File: src/rtl/popcount_accumulator.sv
// Streams WORD_WIDTH-bit words through one popcount datapath, sums them per
// bitmask and presents the total (plus word count) on a valid/ready port.
module popcount_word #(
    parameter int W  = 32,
    parameter int PW = $clog2(W + 1)
) (
    input  logic [W-1:0]  i_word,
    output logic [PW-1:0] o_count
);
    always_comb begin
        o_count = '0;
        for (int i = 0; i < W; i++) o_count = o_count + PW'(i_word[i]);
    end
endmodule

module popcount_accumulator #(
    parameter int WORD_WIDTH = 32,
    parameter int WORD_COUNT = 8
) (
    input  logic                                         clock,
    input  logic                                         clear,
    input  logic                                         word_in_valid,
    output logic                                         word_in_ready,
    input  logic [WORD_WIDTH-1:0]                        word_in,
    input  logic                                         word_in_last,
    output logic                                         count_out_valid,
    input  logic                                         count_out_ready,
    output logic [$clog2(WORD_WIDTH*WORD_COUNT+1)-1:0]   count_out,
    output logic [$clog2(WORD_COUNT+1)-1:0]              words_out
);
    localparam int COUNT_WIDTH = $clog2(WORD_WIDTH * WORD_COUNT + 1);
    localparam int INDEX_WIDTH = $clog2(WORD_COUNT + 1);
    localparam int POP_WIDTH   = $clog2(WORD_WIDTH + 1);
    localparam logic [INDEX_WIDTH-1:0] LAST_INDEX = INDEX_WIDTH'(WORD_COUNT - 1);
    localparam logic [INDEX_WIDTH-1:0] IDX_ONE    = INDEX_WIDTH'(1);

    typedef enum logic {ACCUMULATE, OUTPUT} state_t;

    state_t                 r_state;
    logic [COUNT_WIDTH-1:0] r_acc;
    logic [COUNT_WIDTH-1:0] r_count;
    logic [INDEX_WIDTH-1:0] r_index;
    logic [INDEX_WIDTH-1:0] r_words;
    logic                   r_valid;

    logic [POP_WIDTH-1:0]   w_pop;
    logic [COUNT_WIDTH-1:0] w_sum;
    logic                   w_accept;
    logic                   w_end;

    popcount_word #(.W(WORD_WIDTH), .PW(POP_WIDTH)) u_pop (
        .i_word  (word_in),
        .o_count (w_pop)
    );

    assign word_in_ready   = (r_state == ACCUMULATE) && !clear;
    assign w_accept        = word_in_valid && word_in_ready;
    // A full bitmask closes itself even if the producer never flags last.
    assign w_end           = word_in_last || (r_index == LAST_INDEX);
    assign w_sum           = r_acc + COUNT_WIDTH'(w_pop);
    assign count_out       = r_count;
    assign words_out       = r_words;
    assign count_out_valid = r_valid;

    always_ff @(posedge clock) begin
        if (clear) begin
            r_state <= ACCUMULATE;
            r_acc   <= '0;
            r_index <= '0;
            r_count <= '0;
            r_words <= '0;
            r_valid <= 1'b0;
        end else begin
            case (r_state)
                ACCUMULATE: begin
                    if (w_accept) begin
                        if (w_end) begin
                            r_count <= w_sum;
                            r_words <= r_index + IDX_ONE;
                            r_acc   <= '0;
                            r_index <= '0;
                            r_valid <= 1'b1;
                            r_state <= OUTPUT;
                        end else begin
                            r_acc   <= w_sum;
                            r_index <= r_index + IDX_ONE;
                        end
                    end
                end
                OUTPUT: begin
                    if (count_out_ready) begin
                        r_valid <= 1'b0;
                        r_state <= ACCUMULATE;
                    end
                end
            endcase
        end
    end
endmodule

File: config.mk
export PLATFORM = sky130hd
export DESIGN_NAME = popcount_accumulator
export DESIGN_NICKNAME = d
export VERILOG_FILES = /design/src/rtl/popcount_accumulator.sv
export SDC_FILE = /design/constraint.sdc
export NUM_CORES = 1
export LEC_CHECK = 0
export CAP_MARGIN = 15
export CORE_ASPECT_RATIO = 0.6
export CORE_UTILIZATION = 52
export CTS_BUF_LIST = sky130_fd_sc_hd__clkbuf_4
export DETAILED_ROUTE_END_ITERATION = 8
export PLACE_DENSITY_LB_ADDON = 0.05
export RECOVER_POWER = 25
export SLEW_MARGIN = 30
export SYNTH_ARGS = -nofsm -noshare
export SYNTH_HDL_FRONTEND = slang
export SYNTH_SLANG_ARGS = --single-unit
File: constraint.sdc
create_clock -name clock -period 9.2 [get_ports clock]
set_input_delay 2.3 -clock clock [delete_from_list [all_inputs] [get_ports clock]]
set_output_delay 2.3 -clock clock [all_outputs]
set_load 0.01 [all_outputs]
==> run_results.csv <==
group,metric,value,unit
place,pre_cts_ws,393,ps
yosys,yosys.cell_types.count,44,
clock_network,post_cts_buffers,0,
critical_path,crit_arrival,8730,ps
critical_path,critPathKind,"input pin to register",
detailed_routing,routed_wl,4910,um
global_routing,grt_pass1_vias,1730,
critical_path,crit_path_end_kind,"register",
final_layout,syn2layout_area_growth,26.8,%
detailed_routing,viasPerCell,5.25,
pwr,vdd_drop_max,0.000289,V
yosys,synth.ff_latch_count,28,
sta,hold_viol_final,0,
yosys,seq_area_frac_synth,0.244,
run_status,status,"finished, final reports clean",
yosys,netlist_area,2290,um^2
yosys,ys_async_sr_fraction,0,
clock_network,htreeDepth,1,
flow_run,maxCapViolCount,0,
floorplan,fp.dieH,53.5,um
floorplan,core-area,4170,um^2
detailed_routing,dr.pass1.iters,5,
floorplan,start_util,0.551,
place,place_hpwl,4060,um
clock_network,ctsResizeCount,0,
sta,fin_ws,761,ps
sta,clock_skew,3.08,ps
pwr,p_per_area,394,nW/um^2
sta,fin_crit_sh,0.917,
sta,max_freq,118,MHz
floorplan,row_count,18,
yosys,synth_edf_count,0,
critical_path,crit_fanout,7,
clock_network,cts.root.buffer_cell,"clkbuf_4",
global_routing,grt_max_degree,32,
critical_path,startpoint_type,"input pin",
clock_network,clk_pin_slew,160,ps
detailed_routing,vias,1968,
floorplan,die_w,87.8,um
global_routing,grt_antenna_before_repair,0,
sta,holdWs,463,ps
floorplan,io_pins,52,
global_routing,grt-ovfl-total,0,
yosys,synth.avg_cell_area,8.63,um^2
sta,setup_viol,0,
final_layout,stdcell_count,375,
clock_network,clockBufferDepth,2,
place,post-place-cells,371,
sta,maxSlewViolCount,0,
yosys,syn_nets,343,
final_layout,fin_nets,393,
global_routing,grt_pass1_wl,8160,um
final_layout,drive_gt1_frac,0.0317,
sta,rsz0062_at_grt,"false",
yosys,synthCells,266,
pwr,p_leak,0.00128,uW
pwr,p_total,1150,uW
detailed_routing,drtIter0Drc,92,
yosys,ys.flop_type,"dfxtp_1",
critical_path,crit_required,9490,ps
place,routabilityCongestion,0.937,
sta,tightest_slew,590,ps
sta,post-route-min-period,8440,ps
sta,max_slew_margin,0.606,
detailed_routing,wire_per_inst,13.1,um
clock_network,ctsHoldBuffers,0,
final_layout,diodes,0,
clock_network,insertion_delay,340,ps
global_routing,grt_use_total,0.233,
min_path,min_path_type,"register to register",
place,port_buffers,51,
yosys,yosysWarnings,0,
clock_network,cts_sinks,28,
sta,fin_tns_setup,0,ps
clock_network,cts_buffers,3,
clock_network,cts_tree,"built",
floorplan,dieArea,4690,um^2
detailed_routing,postRouteAntennaNets,0,
detailed_routing,drc,0,
final timing paths:
check,end,depth (start not counted),slack [ps],start
hold reg to reg,count_out_valid,2,460,count_out_valid
hold / removal,count_out_valid,2,460,count_out_valid
setup / recovery,r_acc[8],19,760,word_in[0]
setup reg to reg,count_out[6],6,6950,r_acc[0]
cell usage in the layout, fill, tap and decap left out, types with 3 or more instances in the layout:
master	count
a31oi_1	3
clkbuf_4	3
o21a_1	4
nor2_1	19
nand3_1	11
dfxtp_1	28
ha_1	15
nand2_1	16
o21ai_0	14
clkdlybuf4s50_1	41
fa_1	25
a311oi_1	3
dlygate4sd3_1	10
nand3b_1	5
inv_1	56
a211oi_1	3
xnor2_1	5
a21oi_1	14
layout make-up:
| cell class | count | area (um^2) |
|---|---|---|
| Inverter | 56 | 210 |
| Fill cell | 344 | 1260 |
| Multi-Input combinational cell | 174 | 1490 |
| Timing Repair Buffer | 53 | 526 |
| Sequential cell | 28 | 561 |
| Clock buffer | 3 | 22.5 |
| Tap cell | 60 | 75.1 |
| Clock inverter | 1 | 30.0 |
power by group:
group	internal [uW]	leakage [uW]	switching [uW]
Sequential	140	0.000227	11.6
Combinational	378	0.00102	534
Clock	44.1	0.0000279	39.7
critical path, cell delays in order:
cell,delay (ps)
clkdlybuf4s50_1,400
ha_1,290
inv_1,70
fa_1,430
fa_1,520
fa_1,580
fa_1,450
fa_1,530
fa_1,430
fa_1,420
fa_1,420
o21ai_0,170
a21oi_1,100
xnor2_1,130
ha_1,400
o21ai_0,180
o21a_1,230
or4b_1,510
a31oi_1,160
synthesized netlist by cell type, types with 4 or more instances:
| cell | count | area (um^2) |
|---|---|---|
| a21oi_1 | 14 | 70.1 |
| clkbuf_1 | 7 | 26.3 |
| dfxtp_1 | 28 | 561 |
| fa_1 | 25 | 500 |
| ha_1 | 15 | 188 |
| inv_1 | 56 | 210 |
| nand2_1 | 16 | 60.1 |
| nand3_1 | 11 | 55.1 |
| nand3b_1 | 5 | 37.5 |
| nor2_1 | 19 | 71.3 |
| o21a_1 | 4 | 30.0 |
| o21ai_0 | 14 | 70.1 |
| xnor2_1 | 5 | 43.8 |
cell families (layout without fill, tap and decap cells):
kind of cell,Yosys count,after routing,share of synthesized area
and+or+nand+nor,72,72,0.167
buffers and inverters,64,113,0.108
AOI/OAI and AO/OA,54,54,0.149
adders and majority gates,40,40,0.300
DFF,28,28,0.244
xor gates and xnor gates,7,7,0.0267
muxes,1,1,0.00436
metrics by stage:
step	utilization	area (um^2)
floorplan	-	2290
global placement	0.686	2860
detailed placement	0.686	2860
CTS	0.698	2910
global route	0.698	2910
finish	0.698	2910
registers in the layout, summed over array words and instances (netlist names):
| register | cells |
|---|---|
| r_acc | 9 |
| r_state | 1 |
| count_out_valid | 1 |
| words_out | 4 |
| count_out | 9 |
| r_index | 4 |
metal layers:
metal / vias to the layer above / GRT usage / part of all wire
li1: 975 / - / -
met1: 923 / 0.352 / 0.49
met2: 64 / 0.345 / 0.42
met3: 6 / 0.0452 / 0.076
met4: 0 / 0.0410 / 0.012
met5: - / 0 / 0
No activity file was read; power rests on OpenSTA's default activity.
